[src/rtl/regfile_write_arbiter.sv]
// ---------------------------------------------------------------------------
// regfile_write_arbiter
//
// Shares the single register-file write port between two writeback
// requesters: port A (ALU result) and port B (load data). Requests are
// arbitrated round-robin with valid/ready handshakes. The regfile-facing
// write enable, index and data are all driven from registers, so a transfer
// accepted at edge N is presented to the regfile during cycle N..N+1.
// Writes to register 0 complete their handshake but are dropped, so the
// write enable stays low for them.
//
// Optional feature (compile-time macro REGFILE_ARB_FILL_EN):
//   A fill engine that sweeps registers 1..2^ADDR_WIDTH-1 with a constant
//   value latched at start, one write per cycle. Without the macro the fill
//   ports remain on the module: fill_start/fill_value are ignored and
//   fill_busy is tied low.
//
// Ports:
//   clock           in   single clock, all state updates on posedge
//   ctrl_reset      in   synchronous, active-high reset
//   a_valid/b_valid in   write request from port A / port B
//   a_ready/b_ready out  request accepted this cycle (combinational)
//   a_reg/b_reg     in   destination register index
//   a_data/b_data   in   write data
//   ctrl_writeEn    out  regfile write enable (registered)
//   ctrl_writeReg   out  regfile write index (registered)
//   data_writeReg   out  regfile write data (registered)
//   contention_cnt  out  saturating count of cycles with both valids high
//   fill_start      in   start a fill sweep (fill build only)
//   fill_value      in   fill data, sampled on start (fill build only)
//   fill_busy       out  fill sweep in progress (fill build only)
// ---------------------------------------------------------------------------
module regfile_write_arbiter #(
  parameter int DATA_WIDTH = 32,
  parameter int ADDR_WIDTH = 5,
  parameter int CNT_WIDTH  = 16
) (
  input  logic                  clock,
  input  logic                  ctrl_reset,
  input  logic                  a_valid,
  output logic                  a_ready,
  input  logic [ADDR_WIDTH-1:0] a_reg,
  input  logic [DATA_WIDTH-1:0] a_data,
  input  logic                  b_valid,
  output logic                  b_ready,
  input  logic [ADDR_WIDTH-1:0] b_reg,
  input  logic [DATA_WIDTH-1:0] b_data,
  output logic                  ctrl_writeEn,
  output logic [ADDR_WIDTH-1:0] ctrl_writeReg,
  output logic [DATA_WIDTH-1:0] data_writeReg,
  output logic [CNT_WIDTH-1:0]  contention_cnt,
  input  logic                  fill_start,
  input  logic [DATA_WIDTH-1:0] fill_value,
  output logic                  fill_busy
);

`ifdef REGFILE_ARB_FILL_EN
  typedef enum logic [0:0] {IDLE = 1'b0, FILL = 1'b1} state_t;
`else
  typedef enum logic [0:0] {IDLE = 1'b0} state_t;
`endif

  state_t state;
  logic   prioA;      // 1: port A wins the next contended cycle
  logic   fillReq;    // fill start request seen in IDLE
  logic   grantA;
  logic   grantB;

`ifdef REGFILE_ARB_FILL_EN
  logic [ADDR_WIDTH-1:0] fillIdx;
  logic [DATA_WIDTH-1:0] fillData;

  assign fillReq   = fill_start;
  assign fill_busy = (state == FILL);
`else
  // Fill ports exist for interface compatibility only in this build.
  logic unusedFill;
  assign unusedFill = fill_start ^ (^fill_value);
  assign fillReq    = 1'b0;
  assign fill_busy  = 1'b0;
`endif

  // Grant decision. A pending fill start takes the cycle, so neither port is
  // granted on the edge that enters FILL.
  always_comb begin
    // NOTE: every output of this block gets a default first so no path
    // leaves it unassigned, which would otherwise infer a latch.
    grantA = 1'b0;
    grantB = 1'b0;
    if (!ctrl_reset && state == IDLE && !fillReq) begin
      if (a_valid && (!b_valid || prioA)) begin
        grantA = 1'b1;
      end else if (b_valid) begin
        grantB = 1'b1;
      end
    end
  end

  assign a_ready = grantA;
  assign b_ready = grantB;

  always_ff @(posedge clock) begin
    if (ctrl_reset) begin
      // NOTE: only control state and the regfile-facing registers are reset;
      // the fill data latch is reset as well since it is a single register,
      // not a memory, and this keeps its value deterministic.
      state          <= IDLE;
      prioA          <= 1'b1;
      ctrl_writeEn   <= 1'b0;
      ctrl_writeReg  <= '0;
      data_writeReg  <= '0;
      contention_cnt <= '0;
`ifdef REGFILE_ARB_FILL_EN
      fillIdx        <= '0;
      fillData       <= '0;
`endif
    end else begin
      // NOTE: non-blocking assignments throughout so every register samples
      // pre-edge values regardless of statement order.
      if (a_valid && b_valid && contention_cnt != '1) begin
        contention_cnt <= contention_cnt + 1'b1;
      end

      // Write enable is a one-cycle pulse; index and data hold otherwise.
      ctrl_writeEn <= 1'b0;

      if (state == IDLE) begin
`ifdef REGFILE_ARB_FILL_EN
        if (fillReq) begin
          state    <= FILL;
          fillIdx  <= ADDR_WIDTH'(1);
          fillData <= fill_value;
        end else
`endif
        if (grantA) begin
          ctrl_writeEn  <= (a_reg != '0);
          ctrl_writeReg <= a_reg;
          data_writeReg <= a_data;
          prioA         <= 1'b0;
        end else if (grantB) begin
          ctrl_writeEn  <= (b_reg != '0);
          ctrl_writeReg <= b_reg;
          data_writeReg <= b_data;
          prioA         <= 1'b1;
        end
      end
`ifdef REGFILE_ARB_FILL_EN
      else begin
        // FILL: one register per cycle; the edge presenting the last index
        // also returns to IDLE, so requests are grantable the cycle after.
        ctrl_writeEn  <= 1'b1;
        ctrl_writeReg <= fillIdx;
        data_writeReg <= fillData;
        fillIdx       <= fillIdx + 1'b1;
        if (fillIdx == '1) begin
          state <= IDLE;
        end
      end
`endif
    end
  end

endmodule
[config.mk]
export PLATFORM = sky130hd
export DESIGN_NAME = regfile_write_arbiter
export DESIGN_NICKNAME = d
export VERILOG_FILES = /design/src/rtl/regfile_write_arbiter.sv
export SDC_FILE = /design/constraint.sdc
export NUM_CORES = 1
export LEC_CHECK = 0
export BUFFER_PORTS_ARGS = -buffer_cell sky130_fd_sc_hd__buf_2
export CAP_MARGIN = 20
export CELL_PAD_IN_SITES_DETAIL_PLACEMENT = 1
export CELL_PAD_IN_SITES_GLOBAL_PLACEMENT = 2
export CORE_UTILIZATION = 24
export CTS_CLUSTER_DIAMETER = 40
export DETAILED_ROUTE_END_ITERATION = 8
export PLACE_DENSITY = 0.83
export SYNTH_ARGS = -nofsm -noshare
export SYNTH_HDL_FRONTEND = slang
export SYNTH_SLANG_ARGS = --single-unit
[constraint.sdc]
create_clock -name clock -period 5.5 [get_ports clock]
set_clock_uncertainty 0.2 [all_clocks]
set_input_delay 0.275 -clock clock [delete_from_list [all_inputs] [get_ports clock]]
set_output_delay 0.275 -clock clock [all_outputs]
set_load 0.005 [all_outputs]
==> out/metrics.cfg <==
[min_path]
hold_class = in -> reg
min_to = data_writeReg[20]$_SDFFE_PP0P_
hold_depth = 3
hp-start = a_data[20]

[placement]
dpl-instance-area_um2 = 3310
dp_hpwl_mm = 5.62
gp_congestion = 0.748
numPortBuffers = 133

[yosys]
synth_top_area_cell = dfxtp_1
syn-mean-instance-area_um2 = 9.15
syn-num-nets = 391
synth-edff-count = 0
ys_seq_elements = 55
synth_area_um2 = 2550
synth_top_cell_area_share_pct = 43.1
netlist_instances = 279
yosys_warnings = 0
ys_async_sr_fraction_pct = 0
ys_top_cells_by_area = dfxtp_1 (43%), mux2i_1 (15%), a211oi_1 (11%)
ys.flop_type = dfxtp_1
ys_seq_area_share_pct = 43.1
ys_types = 34

[setup_path]
cp-start-kind = primary input
endpoint_kind = output pin
worstRegToRegCells = 5
path_cells = buf_2 -> buf_4 -> nand3b_1 -> buf_4 -> inv_1 -> buf_2
critPathRequiredTime_ns = 5.03
worst-path-max-fanout = 75
crit_path_max_incr_delay_ns = 0.56
reg2reg_slack_ns = 3.25
r2r_end = contention_cnt[11]$_SDFFE_PP0P_
cpMaxStageDelayCell = buf_4
arrival_ns = 1.98
r2r_start = contention_cnt[0]$_SDFFE_PP0P_
path_buf_inv = 5
critPathKind = in -> out
critPathTopFamily = buffers and inverters
cp_num_cells = 6

[global_routing]
grt_max_degree = 76
grt.overflow.total = 0
first_global_vias = 2629
grtUsageTotal_pct = 14.6
grt_pass1_wl_mm = 13.2
antenna_found_initial = 0

[routing]
firstDrtPassIters = 4
drtIter0Drc = 41
dr_total_vias = 2567
via_per_inst = 4.77
wl_per_cell_um = 14.5
routed_wl_mm = 7.82
drc = 0
drtAntennaViolNets = 0

[clocking]
ctsResizeCount = 0
clk_pin_slew_ns = 0.11
tritoncts = built
cts_setup_buffers = 0
cts_root_buffer = clkbuf_8
clk_path_buf_depth = 2
h-tree-depth = 2
clk_latency_ns = 0.31
cts_sinks = 55
cts_hold_buf = 0
cts-buffers-inserted = 5

[run]
drv_cap = 0

[final_layout]
final_area_um2 = 3440
nNetsFinal = 513
syn2layout_area_growth_pct = 34.7
diodes = 0
drive_above_1_share_pct = 38.1
fin_util_pct = 33.3

[pwr]
comb_power_share_pct = 16.0
p_int_mw = 0.632
sw_frac_of_total_pct = 26.5
clock_power_share_pct = 33.0
p_leak_nw = 1.51
switching_power_mw = 0.228
power_density_nw_per_um2 = 250
peakVddDrop_mv = 0.115
p_seq_share_pct = 50.9

[sta]
hold_violations = 0
period_share_pct = 44.7
worstMarginPinSlew_ns = 0.717
slew_headroom_pct = 52.2
period_minus_slack_ns = 2.46
fmax_mhz = 407
fin_tns_setup_ns = 0
final-setup-viol-count = 0
grt_setup_unrepaired = false
slew_viol_final = 0

[floorplanning]
rows = 37
core_um2 = 10300
die_w_um = 105
die_area_um2 = 11100
io_pins = 168
die_h_um = 105
start_util_pct = 24.7

[run_status]
status = completed

-- cell families after synthesis --
logic type / count (synthesis) / share of synthesized area (%)
other cells: 1 / 0.147
xor+xnor: 1 / 0.343
flops: 55 / 43.1
simple gates: 90 / 18.5
buf+inv: 24 / 4.12
mux: 39 / 15.4
compound gates: 68 / 17.9
fa+ha+maj: 1 / 0.490
-- flip-flops by register name (all words and copies together) (netlist names) --
register        flops
ctrl_writeEn        1
prioA               1
contention_cnt     16
ctrl_writeReg       5
data_writeReg      32
-- metal layers --
layer  track usage [%]  wire length [um]
met5                 0                 0
met4              3.02                68
met3              3.99               531
met2              25.1              3760
met1              18.1              3460
-- layout make-up --
type	instances	area, um^2
Sequential cell	55	1100
Inverter	2	7.51
Fill cell	1277	6890
Clock inverter	3	47.5
Timing Repair Buffer	137	696
Multi-Input combinational cell	200	1350
Tap cell	136	170
Clock buffer	5	68.8
-- Yosys cell counts (all sizes together), types with 3 or more instances --
library cell	instances
dfxtp	55
clkbuf	15
a21oi	14
nand3	7
a211oi	37
o21ai	8
nand2b	3
nor2b	3
nor4	3
buf	7
nand4	6
o31ai	8
or3	6
or4	9
nand2	6
nor2	40
mux2i	37
-- power groups by stage --
stage / Clock [mW] / Combinational (mW) / Sequential, mW
6_report: 0.284 / 0.138 / 0.438
4_1_cts: 0.301 / 0.141 / 0.438
2_1_floorplan: 0 / 0.0696 / 0.448
3_5_place_dp: 0 / 0.141 / 0.446
5_1_grt: 0.309 / 0.154 / 0.441
3_3_place_gp: 0 / 0.137 / 0.445
-- worst max path at each step --
stage	from	to	slack, ns
after global routing	ctrl_reset	a_ready	2.85
after detailed placement	contention_cnt[1]$_SDFFE_PP0P_	contention_cnt[15]$_SDFFE_PP0P_	2.85
after floorplan	contention_cnt[0]$_SDFFE_PP0P_	contention_cnt[15]$_SDFFE_PP0P_	3.51
after CTS	contention_cnt[1]$_SDFFE_PP0P_	contention_cnt[15]$_SDFFE_PP0P_	2.82
after global placement	contention_cnt[0]$_SDFFE_PP0P_	contention_cnt[15]$_SDFFE_PP0P_	2.92
final	ctrl_reset	a_ready	3.04
-- worst reg2reg max path, delay by kind of cell (launching register included) --
family | cells | cell delay [ns]
and+or+nand+nor | 3 | 0.92
DFF | 1 | 0.44
adders and majority gates | 1 | 0.29
muxes | 1 | 0.30
-- cell usage in the layout (no fill, tap or decap), drive strengths merged, types with 2 or more instances in the layout --
cell type / netlist / layout
inv: 2 / 3
buf: 7 / 137
or3: 6 / 6
nor2: 40 / 40
o21ai: 8 / 8
a21oi: 14 / 14
nand3b: 2 / 2
mux2i: 37 / 37
a211oi: 37 / 37
nand2b: 3 / 3
nand4: 6 / 6
dfxtp: 55 / 55
nor4: 3 / 3
nand2: 6 / 6
or4: 9 / 9
o31ai: 8 / 8
mux2: 2 / 2
nor2b: 3 / 3
nand3: 7 / 7
clkbuf: 15 / 5
and2: 2 / 2
-- through the flow --
step / hold WS, ns / worst slack (ns) / power (mW) / cells
finish: 0.0375 / 3.04 / 0.859 / 538
global route: 0.0177 / 2.85 / 0.905 / 538
CTS: 0.0176 / 2.82 / 0.880 / 537
detailed placement: 0.318 / 2.85 / 0.587 / 529
global placement: 0.291 / 2.92 / 0.582 / 529
floorplan: 0.212 / 3.51 / 0.517 / 279
Note: power is estimated with default switching activity, not from simulation.
